File: config.mk
export PLATFORM = sky130hd
export DESIGN_NAME = divide_nonrestoring_seq
export DESIGN_NICKNAME = d
export VERILOG_FILES = /design/src/rtl/div_pkg.sv /design/src/rtl/div_nr_step.sv /design/src/rtl/divide_nonrestoring_seq.sv
export SDC_FILE = /design/constraint.sdc
export NUM_CORES = 1
export LEC_CHECK = 0
export ABC_CLOCK_PERIOD_IN_PS = 4500
export CAP_MARGIN = 20
export CORE_MARGIN = 8
export CORE_UTILIZATION = 30
export CTS_CLUSTER_DIAMETER = 50
export DETAILED_ROUTE_END_ITERATION = 12
export GPL_TIMING_DRIVEN = 1
export PLACE_DENSITY = 0.5
export SLEW_MARGIN = 10
export SYNTH_ARGS = -nofsm -noshare
export SYNTH_HDL_FRONTEND = slang
export SYNTH_SLANG_ARGS = --single-unit
File: constraint.sdc
create_clock -name clk -period 4.5 [get_ports clk]
set_input_delay 0.9 -clock clk [delete_from_list [all_inputs] [get_ports clk]]
set_output_delay 0.9 -clock clk [all_outputs]
set_load 0.02 [all_outputs]
File: src/rtl/div_pkg.sv
// Shared definitions for the sequential non-restoring divider:
// FSM state encoding, default operand width and counter sizing.
package div_pkg;

    localparam int DIV_WIDTH = 16;

    // Iteration counter must hold the value WIDTH itself.
    localparam int DIV_CNT_W = $clog2(DIV_WIDTH + 1);

    typedef enum logic [1:0] {
        IDLE,
        CALC,
        FIX,
        DONE
    } div_state_t;

    // Counter width for an arbitrary operand width.
    function automatic int div_cnt_width(input int width);
        return $clog2(width + 1);
    endfunction

endpackage

File: src/rtl/div_nr_step.sv
// Combinational single non-restoring division step.
// P is the (WIDTH+1)-bit signed partial remainder, Q the dividend/quotient
// shift register, D the divisor magnitude.
module div_nr_step
    import div_pkg::*;
#(
    parameter int WIDTH = DIV_WIDTH
) (
    input  logic [WIDTH:0]   p,
    input  logic [WIDTH-1:0] q,
    input  logic [WIDTH-1:0] d,
    output logic [WIDTH:0]   p_next,
    output logic [WIDTH-1:0] q_next
);

    logic [WIDTH:0] shifted;
    logic [WIDTH:0] d_ext;

    // Shift in the next dividend bit, then subtract D when P>=0, add it when P<0.
    always_comb begin
        // NOTE: every signal driven here gets a value first on all paths, so no latch is inferred.
        shifted = {p[WIDTH-1:0], q[WIDTH-1]};
        d_ext   = {1'b0, d};
        p_next  = '0;
        if (!p[WIDTH]) begin
            p_next = shifted - d_ext;
        end else begin
            p_next = shifted + d_ext;
        end
        q_next = {q[WIDTH-2:0], ~p_next[WIDTH]};
    end

endmodule

File: src/rtl/divide_nonrestoring_seq.sv
// Sequential non-restoring integer divider, one quotient bit per clock,
// start/busy/done handshake, results held until the next accepted start.
// Define DIV_SIGNED_EN for two's-complement operands (truncating quotient,
// remainder carries the dividend's sign); default build is unsigned.
module divide_nonrestoring_seq
    import div_pkg::*;
#(
    parameter int WIDTH = DIV_WIDTH
) (
    input  logic             clk,
    input  logic             rst_n,
    input  logic             start,
    input  logic [WIDTH-1:0] dividend,
    input  logic [WIDTH-1:0] divisor,
    output logic             busy,
    output logic             done,
    output logic [WIDTH-1:0] quotient,
    output logic [WIDTH-1:0] remainder,
    output logic             div_by_zero
);

    localparam int CNT_W = div_cnt_width(WIDTH);

    div_state_t       state;
    logic [CNT_W-1:0] cnt;
    logic [WIDTH:0]   p_reg;
    logic [WIDTH-1:0] q_reg;
    logic [WIDTH-1:0] d_reg;
    logic [WIDTH:0]   p_next;
    logic [WIDTH-1:0] q_next;
    logic [WIDTH-1:0] a_mag;
    logic [WIDTH-1:0] b_mag;
    logic [WIDTH-1:0] r_fixed;
    logic [WIDTH-1:0] res_q;
    logic [WIDTH-1:0] res_r;

    div_nr_step #(.WIDTH(WIDTH)) u_step (
        .p      (p_reg),
        .q      (q_reg),
        .d      (d_reg),
        .p_next (p_next),
        .q_next (q_next)
    );

    // A negative final partial remainder is restored by adding D back once.
    assign r_fixed = p_reg[WIDTH] ? (p_reg[WIDTH-1:0] + d_reg) : p_reg[WIDTH-1:0];

`ifdef DIV_SIGNED_EN
    logic neg_q;
    logic neg_r;

    // The core divides magnitudes; signs are reapplied when results are written.
    assign a_mag = dividend[WIDTH-1] ? -dividend : dividend;
    assign b_mag = divisor[WIDTH-1]  ? -divisor  : divisor;
    assign res_q = neg_q ? -q_reg   : q_reg;
    assign res_r = neg_r ? -r_fixed : r_fixed;
`else
    assign a_mag = dividend;
    assign b_mag = divisor;
    assign res_q = q_reg;
    assign res_r = r_fixed;
`endif

    // Control FSM and datapath registers, all outputs registered.
    always_ff @(posedge clk) begin
        // NOTE: sequential state uses non-blocking (<=) so every register sees pre-edge values.
        if (!rst_n) begin
            state       <= IDLE;
            cnt         <= '0;
            p_reg       <= '0;
            q_reg       <= '0;
            d_reg       <= '0;
            busy        <= 1'b0;
            done        <= 1'b0;
            quotient    <= '0;
            remainder   <= '0;
            div_by_zero <= 1'b0;
`ifdef DIV_SIGNED_EN
            neg_q       <= 1'b0;
            neg_r       <= 1'b0;
`endif
        end else begin
            case (state)
                IDLE: begin
                    if (start) begin
                        p_reg <= '0;
                        q_reg <= a_mag;
                        d_reg <= b_mag;
                        cnt   <= CNT_W'(WIDTH);
`ifdef DIV_SIGNED_EN
                        neg_q <= dividend[WIDTH-1] ^ divisor[WIDTH-1];
                        neg_r <= dividend[WIDTH-1];
`endif
                        if (divisor == '0) begin
                            quotient    <= '1;
                            remainder   <= dividend;
                            div_by_zero <= 1'b1;
                            done        <= 1'b1;
                            state       <= DONE;
                        end else begin
                            busy  <= 1'b1;
                            state <= CALC;
                        end
                    end
                end
                CALC: begin
                    p_reg <= p_next;
                    q_reg <= q_next;
                    cnt   <= cnt - 1'b1;
                    if (cnt == CNT_W'(1)) begin
                        state <= FIX;
                    end
                end
                FIX: begin
                    quotient    <= res_q;
                    remainder   <= res_r;
                    div_by_zero <= 1'b0;
                    busy        <= 1'b0;
                    done        <= 1'b1;
                    state       <= DONE;
                end
                DONE: begin
                    done  <= 1'b0;
                    state <= IDLE;
                end
                default: begin
                    state <= IDLE;
                end
            endcase
        end
    end

endmodule

==> results.py, run 1 <==
metrics = {
    "run_status": {
        "status": "finished, final reports clean",
    },
    "routing": {
        "antenna_left": 0,
        "wl_per_cell_um": 18.09,
        "drt-total-wl_um": 18510,
        "vias": 5570,
        "drc": 0,
        "drtIter0Drc": 364,
        "viasPerCell": 5.445,
        "dr.pass1.iters": 5,
    },
    "clocking": {
        "clockBufferDepth": 2,
        "cts_hold_buf": 0,
        "clockRootBuffer": "clkbuf_16",
        "cts_inserted_buffers": 9,
        "post_cts_buffers": 0,
        "clk_latency_ns": 0.35,
        "cts_resized": 0,
        "cts_tree": "yes",
        "clk_pin_slew_worst_paths_ns": 0.07,
        "h-tree-depth": 3,
        "clkSinkCount": 91,
    },
    "global_routing": {
        "track_usage": 0.1542,
        "grt_pass1_vias": 5390,
        "grt_antenna_before_repair": 0,
        "grt_pass1_wl_um": 29550,
        "grt_max_degree": 38,
        "grt_overflow": 0,
    },
    "synth": {
        "synth_flop_cell": "dfxtp_1",
        "synth.distinct_cells": 73,
        "synth_largest_area_cell": "dfxtp_1",
        "synthesis.area_um2": 5766,
        "synth-edff-count": 0,
        "synthArstFlopShare": 0,
        "synth_nets": 804,
        "syn_inst": 729,
        "ys_ff_latch": 91,
        "yosysSeqAreaShare": 0.3160,
        "avgSynthCellArea_um2": 7.909,
        "yosysWarningCount": 0,
        "synth_top_cell_area_share": 0.3160,
        "synth.area.top_cells": "dfxtp_1, ha_1, nor2_1",
    },
    "finish": {
        "instances_no_fill": 1023,
        "area_growth_pct": 21.07,
        "layout.nets": 860,
        "drive_gt1_frac": 0.05450,
        "antenna_cells": 0,
        "fillers": 1885,
        "largest_register_ffs": 17,
    },
    "power": {
        "netSwitchingFraction": 0.4504,
        "p_comb_frac": 0.539,
        "power_frac_seq": 0.283,
        "power_switching_w": 0.001974,
        "totalPowerFinal_w": 0.004382,
        "vdd_drop_max_mv": 0.2266,
        "cellPowerDensity_nw_per_um2": 627.8,
        "leakage_nw": 2.644,
        "p_int_w": 0.002408,
        "clockPowerShare": 0.178,
    },
    "setup_path": {
        "timing.rr.end": "q_reg[0]",
        "worst_ep_arrival_time_ns": 3.88,
        "crit_type": "reg -> reg",
        "cp_max_fo": 6,
        "cp-start-kind": "register",
        "regToRegSetupSlack_ns": 0.91,
        "rr_worst_depth": 13,
        "cp_data_required_time_ns": 4.80,
        "end_kind": "register",
        "rr_startpoint": "d_reg[2]",
    },
    "sta": {
        "worst_slew_pin_slew_ns": 0.8414,
        "finalSetupTns_ns": 0,
        "finalSetupViolCount": 0,
        "finalCritPeriodShare": 0.7970,
        "fin_crit_ns": 3.587,
        "report.final.slew_viol_count": 0,
        "rsz0062_at_grt": "no",
        "skew_ns": 0.007621,
        "relSlewSlack": 0.4353,
        "hold_viol_final": 0,
        "fmaxAchievable_ghz": 0.2788,
    },
    "hold_path": {
        "hold_class": "reg -> reg",
        "hold-path-endpoint": "cnt[0]",
        "hold_depth": 2,
        "min_from": "cnt[0]",
    },
    "die": {
        "coreArea_um2": 18770,
        "die_area_um2": 23910,
        "io_pins": 70,
        "die_w_um": 154.6,
        "die_y_um": 154.6,
        "initial_core_util": 0.3072,
        "fp-row-count": 50,
    },
    "job": {
        "cap_violations": 0,
    },
    "place": {
        "placed_cells": 1007,
        "gp_congestion": 0.8962,
        "portBuffers": 69,
        "dpl.hpwl_um": 14490,
    },
}
[worst max-delay path by stage]
stage	depth (start not counted)	slack (ns)	startpoint	end
4_1_cts	13	0.89	d_reg[2]	q_reg[0]
2_1_floorplan	13	1.49	p_reg[16]	q_reg[0]
3_3_place_gp	8	0.61	divisor[10]	remainder[8]
3_5_place_dp	8	0.61	divisor[10]	remainder[8]
6_report	13	0.91	d_reg[2]	q_reg[0]
5_1_grt	13	0.69	d_reg[2]	q_reg[0]
[synth_stat cells (2+ instances only)]
library cell	number
nand4_1	7
nor3_2	2
a21oi_1	61
a311oi_1	2
a22oi_1	22
and3_1	2
xor2_1	19
mux2i_1	18
a32oi_1	2
buf_2	8
buf_6	2
o21bai_1	2
nor4_1	2
nand3_1	11
xnor2_1	15
a31oi_1	11
a22o_1	2
nand2b_1	4
nor2b_1	3
a41oi_1	3
o21a_1	11
clkbuf_1	24
nor3_1	12
ha_1	38
nor2_2	2
o21ai_1	39
o21ai_0	19
a211oi_1	19
mux2_2	3
dfxtp_1	91
nand2_1	77
o31ai_1	3
o221ai_1	2
or3_1	20
a21o_1	11
a221oi_1	5
nor2_1	91
inv_1	27
nor3b_1	2
fa_1	2
[metal layers]
layer  GRT usage  wire length (um)  share of wire  vias to the layer above
met5           0                 0              0                        -
met4     0.06253               445          0.024                        0
met3     0.02758               982          0.053                       28
met2      0.2517              8422           0.45                      173
met1      0.1974              8660           0.47                     2614
li1            -                 -              -                     2755
[area by class of cell]
type / instances / area [um^2] / area share
clock buffers: 10 / 239.0 / 0.03424
clock inverters: 5 / 62.56 / 0.008962
inverters: 28 / 105.1 / 0.01506
multi-input cells: 575 / 3686 / 0.5281
flip-flops and latches: 91 / 1822 / 0.2610
well taps: 234 / 292.8 / 0.04194
repair buffers: 80 / 773.2 / 0.1108
[placed cells by master (no fill, tap or decap), types with 9 or more instances in the layout]
master / count
ha_1: 38
o21a_1: 11
xor2_1: 19
a21o_1: 11
xnor2_1: 15
nand2_1: 77
o21ai_0: 18
a31oi_1: 11
nand3_1: 11
mux2i_1: 18
buf_4: 11
a22oi_1: 22
clkbuf_16: 9
o21ai_1: 39
dfxtp_1: 91
clkdlybuf4s50_1: 69
nor3_1: 12
or3_1: 20
nor2_1: 91
inv_1: 26
a211oi_1: 19
a21oi_1: 61
[stage by stage]
step,worst slack (ns),area (um^2),util,hold slack (ns)
6_report,0.9134,6980,0.3719,0.4937
3_3_place_gp,0.6119,6671,0.3555,0.4809
5_1_grt,0.6859,6980,0.3719,0.5207
4_1_cts,0.8884,6973,0.3715,0.4966
3_5_place_dp,0.6096,6671,0.3555,0.4875
2_1_floorplan,1.493,5766,-,0.4549
[worst max-delay path, cell delays in order (launching register included)]
cell and delay (ns):
dfxtp_1 0.38, nor3_2 0.34, and3_1 0.32, nor3b_1 0.41, a21oi_1 0.16, xor2_1 0.18
ha_1 0.39, a21o_1 0.24, nand3_1 0.10, a21oi_1 0.09, o31ai_1 0.36, a21oi_1 0.20
o31ai_2 0.25, o21ba_1 0.14
[power by group through the flow]
stage | registers, W | logic (W) | clock network, W
2_1_floorplan | 0.00121 | 0.00174 | 0
3_3_place_gp | 0.00125 | 0.00230 | 0
3_5_place_dp | 0.00126 | 0.00234 | 0
4_1_cts | 0.00124 | 0.00235 | 0.000803
5_1_grt | 0.00127 | 0.00264 | 0.000838
6_report | 0.00124 | 0.00236 | 0.000779
[cell families after synthesis]
kind of cell / after synthesis / share of synthesized area
and+or+nand+nor: 247 / 0.1994
adders and majority gates: 40 / 0.08941
DFF: 91 / 0.3160
AOI/OAI and AO/OA: 233 / 0.2611
xor gates and xnor gates: 34 / 0.05165
buffers and inverters: 63 / 0.04536
muxes: 21 / 0.03711
No activity file was read; power rests on OpenSTA's default activity.
==> run 2, diff against run 1 <==
--- a/config.mk
+++ b/config.mk
@@ -5,14 +5,14 @@
 export SDC_FILE = /design/constraint.sdc
 export NUM_CORES = 1
 export LEC_CHECK = 0
-export ABC_CLOCK_PERIOD_IN_PS = 4500
+export ABC_CLOCK_PERIOD_IN_PS = 3200
 export CAP_MARGIN = 20
 export CORE_MARGIN = 8
 export CORE_UTILIZATION = 30
 export CTS_CLUSTER_DIAMETER = 50
 export DETAILED_ROUTE_END_ITERATION = 12
 export GPL_TIMING_DRIVEN = 1
-export PLACE_DENSITY = 0.5
+export PLACE_DENSITY = 0.52
 export SLEW_MARGIN = 10
 export SYNTH_ARGS = -nofsm -noshare
 export SYNTH_HDL_FRONTEND = slang
==> constraint.sdc (replaced) <==
create_clock -name clk -period 3.2 [get_ports clk]
set_input_delay 0.64 -clock clk [delete_from_list [all_inputs] [get_ports clk]]
set_output_delay 0.64 -clock clk [all_outputs]
set_load 0.02 [all_outputs]
==> run 2 against run 1 <==
  * Final cell count grew 3.9%
  * Largest cell class unchanged
  * First-iteration DRC count up 3.6%
  * Critical endpoint is now p_reg[11]
  * Critical path depth is 2 lower
  * Die area unchanged
  * Combinational power up 55%
  * Count of clock-buffer cells in the layout grew 2
  * Non-clock buffer count rose by 39
  * Sequential power increased by 37%
  * Sequential share of layout area down 1.2 points
  * Utilization increased by 1.8 points
  * Total power is 49% higher
  * Wire length grew 1.7%
==> results.py, run 2 (same netlist as run 1, synthesis figures left out) <==
metrics = {
    "run_status": {
        "status": "finished, final reports clean",
    },
    "finish": {
        "design_area_um2": 7313,
        "area_growth_pct": 26.84,
        "multi_input_area_um2": 3695,
        "layout.nets": 899,
        "regArea_um2": 1822,
        "final_cell_mix": "nor2_1, dfxtp_1, nand2_1",
        "instances_no_fill": 1063,
        "largest_register_ffs": 17,
        "antenna_cells": 0,
        "fillers": 1961,
        "drive_gt1_frac": 0.1001,
    },
    "routing": {
        "wl_per_cell_um": 17.72,
        "wl_met3_um": 776,
        "antenna_left": 0,
        "viasPerCell": 5.304,
        "vias": 5638,
        "dr.pass1.iters": 7,
        "drt-total-wl_um": 18830,
        "route.met2.wl_um": 8387,
        "met1_length_um": 9476,
        "drtIter0Drc": 377,
        "drc": 0,
        "top_layer_used": "met4",
    },
    "sta": {
        "fmaxAchievable_ghz": 0.3264,
        "worst_slack_ns": 0.1362,
        "finalSetupTns_ns": 0,
        "holdWs_ns": 0.4931,
        "hold_viol_final": 0,
        "skew_ns": 0.005475,
        "worst_slew_pin_slew_ns": 0.8798,
        "rsz0062_at_grt": "no",
        "finalCritPeriodShare": 0.9574,
        "relSlewSlack": 0.3983,
        "report.final.slew_viol_count": 0,
        "finalSetupViolCount": 0,
        "fin_crit_ns": 3.064,
    },
    "die": {
        "io_pins": 70,
        "fp-row-count": 50,
        "die_w_um": 154.6,
        "die_y_um": 154.6,
        "die_area_um2": 23910,
        "coreArea_um2": 18770,
        "initial_core_util": 0.3072,
    },
    "setup_path": {
        "cp_data_required_time_ns": 3.42,
        "rr_worst_depth": 11,
        "startpoint": "d_reg[1]",
        "crit_type": "reg -> reg",
        "worst_ep_arrival_time_ns": 3.29,
        "cp-start-kind": "register",
        "rr_startpoint": "d_reg[1]",
        "timing.rr.end": "p_reg[11]",
        "cp_max_fo": 4,
        "regToRegSetupSlack_ns": 0.14,
        "cp-endpoint": "p_reg[11]",
        "end_kind": "register",
    },
    "clocking": {
        "cts_tree": "yes",
        "clockRootBuffer": "clkbuf_16",
        "h-tree-depth": 3,
        "clkSinkCount": 91,
        "cts_hold_buf": 0,
        "post_cts_buffers": 0,
        "clockBufferDepth": 2,
        "cts_inserted_buffers": 9,
        "clk_pin_slew_worst_paths_ns": 0.07,
        "clk_latency_ns": 0.35,
    },
    "place": {
        "pre_cts_ws_ns": 0.1124,
        "dpl.hpwl_um": 14730,
        "gp_congestion": 0.8657,
        "placed_cells": 1047,
        "post_dp_cell_area_um2": 6984,
        "portBuffers": 69,
    },
    "hold_path": {
        "hold_class": "reg -> reg",
        "min_from": "cnt[0]",
    },
    "global_routing": {
        "grt_overflow": 0,
        "grt_pass1_vias": 5510,
        "grt_antenna_before_repair": 0,
        "grt_pass1_wl_um": 30170,
        "track_usage": 0.1576,
        "grt_max_degree": 31,
    },
    "job": {
        "cap_violations": 0,
    },
    "power": {
        "vdd_drop_max_mv": 0.3016,
        "leakage_nw": 2.861,
        "cellPowerDensity_nw_per_um2": 890.1,
    },
}
==> run 2: power by group <==
| part | internal (W) | total (W) | switching (W) |
|---|---|---|---|
| Sequential | 0.00141 | 0.00170 | 0.000288 |
| Combinational | 0.00156 | 0.00365 | 0.00209 |
| Clock | 0.000707 | 0.00116 | 0.000458 |
==> run 2: layer usage <==
metal,vias to the layer above,global-route usage
li1,2831,-
met1,2672,0.2131
met2,120,0.2570
met3,15,0.02340
met4,0,0.04060
met5,-,0
==> run 2: layout make-up <==
class	count	share of cell area
Multi-Input combinational cell	575	0.5052
Sequential cell	91	0.2491
Timing Repair Buffer	119	0.1475
Tap cell	234	0.04003
Clock buffer	12	0.03370
Inverter	28	0.01437
Clock inverter	4	0.01009
==> run 2: repair_timing <==
item	CTS	global route
endpoints found under the setup margin	0	4
gates resized for setup	0	2
hold endpoints to repair	0	0
==> run 2: metrics by stage <==
step / power (W) / util
6_report: 0.006509 / 0.3897
4_1_cts: 0.006529 / 0.3892
5_1_grt: 0.007020 / 0.3897
2_1_floorplan: 0.004148 / -
3_3_place_gp: 0.005337 / 0.3721
3_5_place_dp: 0.005339 / 0.3721
==> run 2: worst min-delay path by stage <==
stage	cells after the start	slack, ns	to
5_1_grt	2	0.52	quotient[9]
4_1_cts	2	0.50	cnt[0]
3_3_place_gp	2	0.48	quotient[14]
3_5_place_dp	2	0.49	quotient[14]
6_report	2	0.49	cnt[0]
2_1_floorplan	2	0.45	p_reg[12]
==> run 2: worst max-delay path, cell delays in order (launching register included) <==
cell       delay (ns)
dfxtp_1          0.33
inv_1            0.08
ha_1             0.28
mux2_2           0.27
ha_1             0.27
a21o_1           0.17
a21o_1           0.21
a2111oi_2        0.45
o221ai_1         0.35
a31oi_1          0.28
xor2_1           0.17
o21ai_1          0.07
